`config.mk`:
```
export PLATFORM = sky130hd
export DESIGN_NAME = pe_v2
export DESIGN_NICKNAME = d
export VERILOG_FILES = /design/src/rtl/pe_v2.sv
export SDC_FILE = /design/constraint.sdc
export NUM_CORES = 1
export LEC_CHECK = 0
export ABC_AREA = 1
export CORE_MARGIN = 2
export CORE_UTILIZATION = 60
export CTS_CLUSTER_DIAMETER = 200
export DETAILED_ROUTE_END_ITERATION = 8
export PLACE_DENSITY = 0.94
export SLEW_MARGIN = 20
export SYNTH_ARGS = -nofsm -noshare
export SYNTH_HDL_FRONTEND = slang
export SYNTH_SLANG_ARGS = --single-unit
export TNS_END_PERCENT = 10
```
`constraint.sdc`:
```
create_clock -name clk -period 13.3 [get_ports clk]
set_input_delay 2.66 -clock clk [delete_from_list [all_inputs] [get_ports clk]]
set_output_delay 2.66 -clock clk [all_outputs]
set_load 0.02 [all_outputs]
```
`src/rtl/pe_v2.sv`:
```
// pe_v2: signed weight-bank PE with MAC, LOAD, SYSTOLIC and IDLE modes; saturation enabled by PE_V2_SAT_EN.
// Latency: 1 cycle from input beat to act_o/psum_o and their one-cycle valid pulses.
// Backpressure: none; accepts one beat per cycle in every mode.
module pe_v2 #(
    parameter int DATA_W = 8,
    parameter int ACC_W  = 20,
    parameter int WDEPTH = 4,
    parameter int WIDX_W = $clog2(WDEPTH)
) (
    input  logic              clk,
    input  logic              rst_n,
    input  logic [1:0]        mode_i,
    input  logic              in_valid,
    input  logic              in_last,
    input  logic [DATA_W-1:0] act_i,
    input  logic [DATA_W-1:0] wgt_i,
    input  logic [WIDX_W-1:0] wsel_i,
    input  logic [ACC_W-1:0]  psum_i,
    output logic [DATA_W-1:0] act_o,
    output logic              act_valid_o,
    output logic [ACC_W-1:0]  psum_o,
    output logic              out_valid_o,
    output logic              busy_o,
    output logic              sat_o
);
    localparam int PW = 2 * DATA_W;

    typedef enum logic [1:0] {
        MODE_MAC  = 2'd0,
        MODE_LOAD = 2'd1,
        MODE_SYS  = 2'd2,
        MODE_IDLE = 2'd3
    } mode_e;

    typedef enum logic {
        ACC_IDLE = 1'b0,
        ACC_BUSY = 1'b1
    } acc_state_e;

    mode_e                     mode;
    acc_state_e                state_q, state_d;
    logic signed [DATA_W-1:0]  wslot [WDEPTH];
    logic signed [DATA_W-1:0]  act_s;
    logic signed [PW-1:0]      prod;
    logic signed [ACC_W-1:0]   prod_ext;
    logic [ACC_W-1:0]          acc_q;
    logic [ACC_W-1:0]          mac_sum;
    logic [ACC_W-1:0]          sys_sum;

    assign mode     = mode_e'(mode_i);
    assign act_s    = act_i;
    assign prod     = PW'(act_s) * PW'(wslot[wsel_i]);
    assign prod_ext = ACC_W'(prod);

`ifdef PE_V2_SAT_EN
    // Add in ACC_W+1 bits; a mismatch of the top two bits means the signed result left the range.
    function automatic logic [ACC_W-1:0] fit_add(input logic [ACC_W-1:0] a, input logic [ACC_W-1:0] b);
        logic [ACC_W:0] w;
        w = {a[ACC_W-1], a} + {b[ACC_W-1], b};
        if (w[ACC_W] != w[ACC_W-1])
            return w[ACC_W] ? {1'b1, {(ACC_W-1){1'b0}}} : {1'b0, {(ACC_W-1){1'b1}}};
        return w[ACC_W-1:0];
    endfunction

    function automatic logic add_ovf(input logic [ACC_W-1:0] a, input logic [ACC_W-1:0] b);
        logic [ACC_W:0] w;
        w = {a[ACC_W-1], a} + {b[ACC_W-1], b};
        return w[ACC_W] ^ w[ACC_W-1];
    endfunction

    logic sat_q;

    always_ff @(posedge clk or negedge rst_n) begin
        if (!rst_n) begin
            sat_q <= 1'b0;
        end else if (in_valid && ((mode == MODE_MAC && add_ovf(acc_q, prod_ext)) ||
                                  (mode == MODE_SYS && add_ovf(psum_i, prod_ext)))) begin
            sat_q <= 1'b1;
        end
    end

    assign mac_sum = fit_add(acc_q, prod_ext);
    assign sys_sum = fit_add(psum_i, prod_ext);
    assign sat_o   = sat_q;
`else
    assign mac_sum = acc_q + prod_ext;
    assign sys_sum = psum_i + prod_ext;
    assign sat_o   = 1'b0;
`endif

    always_comb begin
        state_d = state_q;
        if (in_valid && mode == MODE_MAC)
            state_d = in_last ? ACC_IDLE : ACC_BUSY;
    end

    always_ff @(posedge clk or negedge rst_n) begin
        if (!rst_n) begin
            state_q <= ACC_IDLE;
        end else begin
            state_q <= state_d;
        end
    end

    assign busy_o = (state_q == ACC_BUSY);

    always_ff @(posedge clk or negedge rst_n) begin
        if (!rst_n) begin
            wslot       <= '{default: '0};
            acc_q       <= '0;
            act_o       <= '0;
            act_valid_o <= 1'b0;
            psum_o      <= '0;
            out_valid_o <= 1'b0;
        end else begin
            act_valid_o <= 1'b0;
            out_valid_o <= 1'b0;
            if (in_valid) begin
                case (mode)
                    MODE_MAC: begin
                        act_o       <= act_i;
                        act_valid_o <= 1'b1;
                        if (in_last) begin
                            psum_o      <= mac_sum;
                            out_valid_o <= 1'b1;
                            acc_q       <= '0;
                        end else begin
                            acc_q <= mac_sum;
                        end
                    end
                    MODE_LOAD: wslot[wsel_i] <= wgt_i;
                    // Pass-through leaves the accumulator alone so a paused dot product can resume.
                    MODE_SYS: begin
                        psum_o      <= sys_sum;
                        out_valid_o <= 1'b1;
                        act_o       <= act_i;
                        act_valid_o <= 1'b1;
                    end
                    default: ;
                endcase
            end
        end
    end
endmodule

```
==> results.ini, run 1 <==
[cells_and_area]
seq_area_mm2 = 0.00208
multiInputGateArea_mm2 = 0.00549
antenna_cells = 0
drive_gt1_share_pct = 5.76
fin_nets = 1332
fillers = 1030
area_growth_pct = 14.2

[sta]
tightest_slew_ns = 0.955
fin_setup_tns_ns = 0
slew_viol_final = 0
rsz0062_at_grt = false
hold_viol_final = 0
skew_ns = 0.00934
post-route-min-period_ns = 9.64
fmax_mhz = 104
finalCritPeriodShare_pct = 72.5
setup_violations = 0
maxSlewHeadroom_pct = 36.1

[die]
die_area_mm2 = 0.0148
floorplan.initialDensity_pct = 60.6
chipHeight_um = 122
placementRows = 43
die_width_um = 122
pin_count = 76
core_mm2 = 0.0137

[clocking]
cts_tree = yes
clk-insertion-delay-late_ns = 0.35
clk_pin_slew_worst_paths_ns = 0.07
post_cts_buffers = 0
cts.sinks = 83
root_buffer = clkbuf_16
clockBufferDepth = 2
cts_made_buffers = 9
cts_resized = 0
holdBufCountCts = 0
cts_max_level = 3

[yosys]
synth-seq-area-share_pct = 25.0
synth.distinct_cells = 50
netlist.area_leader.share_pct = 25.0
ys_ff_latch = 83
ys_top_cells_by_area = dfrtp_1 25%, fa_1 14%, nand2_1 11%
synth_edf_count = 0
syn_nets = 1264
syn-cell-area_mm2 = 0.00832
synth.most_common_cell = nand2_1
postSynthAreaPerCell_um2 = 7.62
yosysWarnings = 0
synth_common_cells = 253 x nand2_1, 165 x inv_1, 96 x nor2_1, 83 x dfrtp_1, 72 x ha_1
ys.flop_type = dfrtp_1
yosys.area.top_type = dfrtp_1
syn_inst = 1091
synth-async-reset-ratio_pct = 100

[drt]
wl_met3_um = 2320
ant_nets = 0
viasPerCell = 6.03
top_layer_used = met4
routedWlPerCell_um = 17.7
totalWireLength_um = 23800
drc = 0
firstDrtPassIters = 8
route.met2.wl_um = 11000
met1Wirelength_um = 9130
drtIter0Drc = 966
vias = 8098

[global_routing]
grt_max_degree = 84
grt_pass1_vias = 8077
antenna_found_initial = 0
grt.overflow.total = 0
grt_usage_pct = 33.4
grt_pass1_wl_um = 38900

[critical_path]
critPathKind = primary input to register
worstPathArrival_ns = 9.88
slowest_stage = clkdlybuf4s50_1
cp-end-kind = register
cp_data_required_time_ns = 13.54
cpPeakStageDelay_ns = 0.57
start_kind = primary input
worstPathMaxFanout = 9
cp_common_cell = nand2_1

[worst_hold_path]
hold_class = register to register

[run_status]
status = finished clean

[place]
gp_congestion = 1.08
dp.final_hpwl_um = 18000
portBuffers = 74

[job]
cap_violations = 0

==> sequential cells by signal (all words and copies together) (netlist names) <==
name,flops
acc_q,20
act_o,8
act_valid_o,1
busy_o,1
out_valid_o,1
psum_o,20
wslot,32
==> routing by layer <==
layer,track usage [%],vias to the layer above
met1,43.2,3782
met2,54.4,531
li1,-,3656
met4,17.1,0
met5,0,-
met3,5.71,129
==> path summary, 6_finish.rpt <==
kind / from / cells after the start / endpoint / slack (ns)
setup / recovery: wsel_i[0] / 34 / psum_o[19] / 3.66
hold / removal: act_o[7] / 2 / act_o[7] / 0.49
setup reg to reg: wslot[24] / 31 / psum_o[19] / 6.37
hold reg to reg: act_o[7] / 2 / act_o[7] / 0.49
max in group asynchronous: rst_n / 1 / acc_q[18] / 10.40
min in group asynchronous: rst_n / 1 / wslot[4] / 2.35
==> worst max-delay path, delay by kind of cell <==
kind | cells | cell delay (ns)
adders and majority gates | 6 | 2.84
and+or+nand+nor | 14 | 1.90
buffers and inverters | 7 | 1.03
AOI/OAI and AO/OA | 6 | 0.92
xor gates and xnor gates | 1 | 0.52
==> layout make-up <==
class,instances,share of cell area [%]
inverters,177,6.99
well taps,180,2.37
clock inverters,5,0.474
flip-flops and latches,83,21.9
repair buffers,76,7.97
clock buffers,11,2.55
multi-input cells,812,57.8
==> stage by stage <==
stage	hold slack (ns)	setup WS, ns	utilization (%)	instance area [um2]	std cells
6_report	0.487	3.66	69.2	9500	1344
5_1_grt	0.505	3.28	69.2	9500	1344
4_1_cts	0.485	3.83	69.2	9500	1344
3_5_place_dp	0.468	3.50	67.1	9210	1328
3_3_place_gp	0.465	3.81	67.1	9210	1328
2_1_floorplan	0.454	5.13	-	8320	1091
==> cell families (layout without fill, tap and decap cells) <==
group / after synthesis / count (layout) / synth area share (%)
flip-flops: 83 / 83 / 25.0
adder cells (fa/ha/maj): 129 / 129 / 24.5
buffers and inverters: 196 / 269 / 9.04
AND/OR/NAND/NOR: 462 / 462 / 23.7
XOR/XNOR: 26 / 26 / 2.74
AO/OA/AOI/OAI: 194 / 194 / 15.0
other: 1 / 1 / 0.0451
==> cell usage in the layout, fill, tap and decap left out, types with 2 or more instances in the layout <==
master and count:
nand2_1 253, inv_1 165, nor2_1 96, dfrtp_1 83, clkdlybuf4s50_1 73, ha_1 72, nand3_1 67, o21ai_0 64
fa_1 57, a21oi_1 54, xor2_1 16, a21o_1 13, nand4_1 12, nor2_2 10, xnor2_1 10, a22o_1 9
clkbuf_16 9, inv_2 8, a22oi_1 8, a21oi_2 7, o211ai_1 7, o21ai_1 6, and2_1 5, nand2_2 5
o21bai_1 4, clkinv_1 4, o31ai_1 3, a31oi_1 3, o21ai_2 3, a221oi_2 2, a221oi_4 2, nand3_2 2
or2_2 2, nor3_1 2, o22ai_1 2, o21a_1 2, nand3b_1 2, inv_6 2, buf_4 2
Power of run 1 is left out: the tool's default activity adds up to more than one toggle a clock period on the data nets, which glitch-free logic cannot reach.
==> inputs of run 2 (changes only) <==
Clock period 13.3 ns to 8.9 ns, I/O delays scaled along.
==> run 2 against run 1 <==
Compared with the run above: worst hold slack got worse by 0.0040 ns; critical endpoint is now psum_o[18]; via count increased by 1.2%; critical path depth decreased by 3; cell count increased by 0.37%; highest routed layer unchanged; routed wire length decreased by 0.24%; critical path type unchanged; register-to-register slack got worse by 4.0 ns.
==> results.ini, run 2 (synthesized netlist as in run 1, its figures left out) <==
[critical_path]
slowest_stage = clkdlybuf4s50_1
cp-end-kind = register
cp_data_required_time_ns = 9.14
critPathKind = primary input to register
worstPathMaxFanout = 9
start_kind = primary input
r2r_slack_ns = 2.38
cp_common_cell = nand2_1
worstPathArrival_ns = 8.65
cpPeakStageDelay_ns = 0.56

[global_routing]
grt_usage_pct = 33.0
grtUsageMet2_pct = 53.0
grt.overflow.total = 0
grt_max_degree = 84
grt_pass1_vias = 8068
use_met3_pct = 6.37
grt_util_met1_pct = 43.1
grt_pass1_wl_um = 38400
grt.busiest_layer = met2
antenna_found_initial = 0

[sta]
skew_ns = 0.0104
maxSlewHeadroom_pct = 36.5
rsz0062_at_grt = false
holdWs_ns = 0.483
hold_viol_final = 0
finalCritPeriodShare_pct = 94.5
fmax_mhz = 119
slew_viol_final = 0
post-route-min-period_ns = 8.41
fin_setup_tns_ns = 0
tightest_slew_ns = 0.949
setup_violations = 0

[drt]
vias = 8199
routedWlPerCell_um = 17.6
ant_nets = 0
drtIter0Drc = 1175
totalWireLength_um = 23700
drc = 0
firstDrtPassIters = 6
viasPerCell = 6.08

[cells_and_area]
largest_reg_flops = 32
design_area_mm2 = 0.00956
area_growth_pct = 15.0
antenna_cells = 0
largestRegisters = wslot (32), acc_q (20), psum_o (20)
drive_gt1_share_pct = 6.33
final_common_cell = nand2_1
fin_nets = 1337
final_util_pct = 69.7
mostFrequentLayoutCells = 253 x nand2_1, 165 x inv_1, 96 x nor2_1
regMostFlops = wslot
fillers = 1005

[die]
core_mm2 = 0.0137
chipHeight_um = 122
pin_count = 76
die_area_mm2 = 0.0148
die_width_um = 122
floorplan.initialDensity_pct = 60.6
placementRows = 43

[place]
dpl_cell_area_mm2 = 0.00925
dp.final_hpwl_um = 18200
portBuffers = 74
gp_congestion = 1.07

[clocking]
root_buffer = clkbuf_16
cts_max_level = 3
cts_tree = yes
cts_made_buffers = 9
clk-insertion-delay-late_ns = 0.35
cts.sinks = 83
post_cts_buffers = 0
clk_pin_slew_worst_paths_ns = 0.07
clockBufferDepth = 2

[job]
cap_violations = 0

[run_status]
status = finished clean

[worst_hold_path]
hold_class = register to register

==> run 2: changes by cell type in the layout (fill, tap and decap cells not counted) <==
cell / before / now
clkbuf_8: 1 / 0
clkinv_8: 0 / 1
buf_4: 2 / 7
inv_6: 2 / 0
inv_8: 1 / 4
clkinvlp_4: 1 / 0
clkinv_4: 1 / 2
clkbuf_1: 1 / 0
xnor2_1: 10 / 9
xnor2_2: 0 / 1
==> run 2: critical path, delay by kind of cell <==
family	cells	cell delay, ns
compound gates	7	1.10
xor+xnor	1	0.17
fa+ha+maj	6	2.82
simple gates	12	1.99
buf+inv	5	0.77
==> run 2: cell type report <==
type,instances,area (um2),share of cell area [%]
multi-input combinational,812,5500,57.5
sequential,83,2080,21.7
timing repair buffer,81,795,8.31
inverter,177,664,6.95
clock buffer,9,225,2.36
tap,180,225,2.36
clock inverter,7,78.8,0.824
==> run 2: path summary, 6_finish.rpt <==
check / cells after the start / start / endpoint
max reg2reg: 28 / wslot[6] / psum_o[18]
max: 31 / wsel_i[0] / psum_o[18]
max in group asynchronous: 1 / rst_n / acc_q[9]
min: 2 / psum_o[14] / psum_o[14]
min in group asynchronous: 1 / rst_n / wslot[27]
min reg2reg: 2 / psum_o[14] / psum_o[14]
==> run 2: metrics by stage <==
stage | setup slack [ns] | std cells
floorplan | 1.61 | 1091
global placement | 0.383 | 1333
detailed placement | 0.0721 | 1333
CTS | 0.436 | 1349
global route | 0.118 | 1349
finish | 0.487 | 1349
==> run 2: what timing repair did <==
action | in CTS | in global routing
setup endpoints to repair | 0 | 1
gates resized for setup | 0 | 1
hold buffers | 0 | 0
==> run 2: routing by layer <==
layer	vias up	part of all wire, %
li1	3670	-
met1	3829	39
met2	591	46
met3	109	9.9
met4	0	4.9
met5	-	0
Power of run 2 is left out for the same reason.
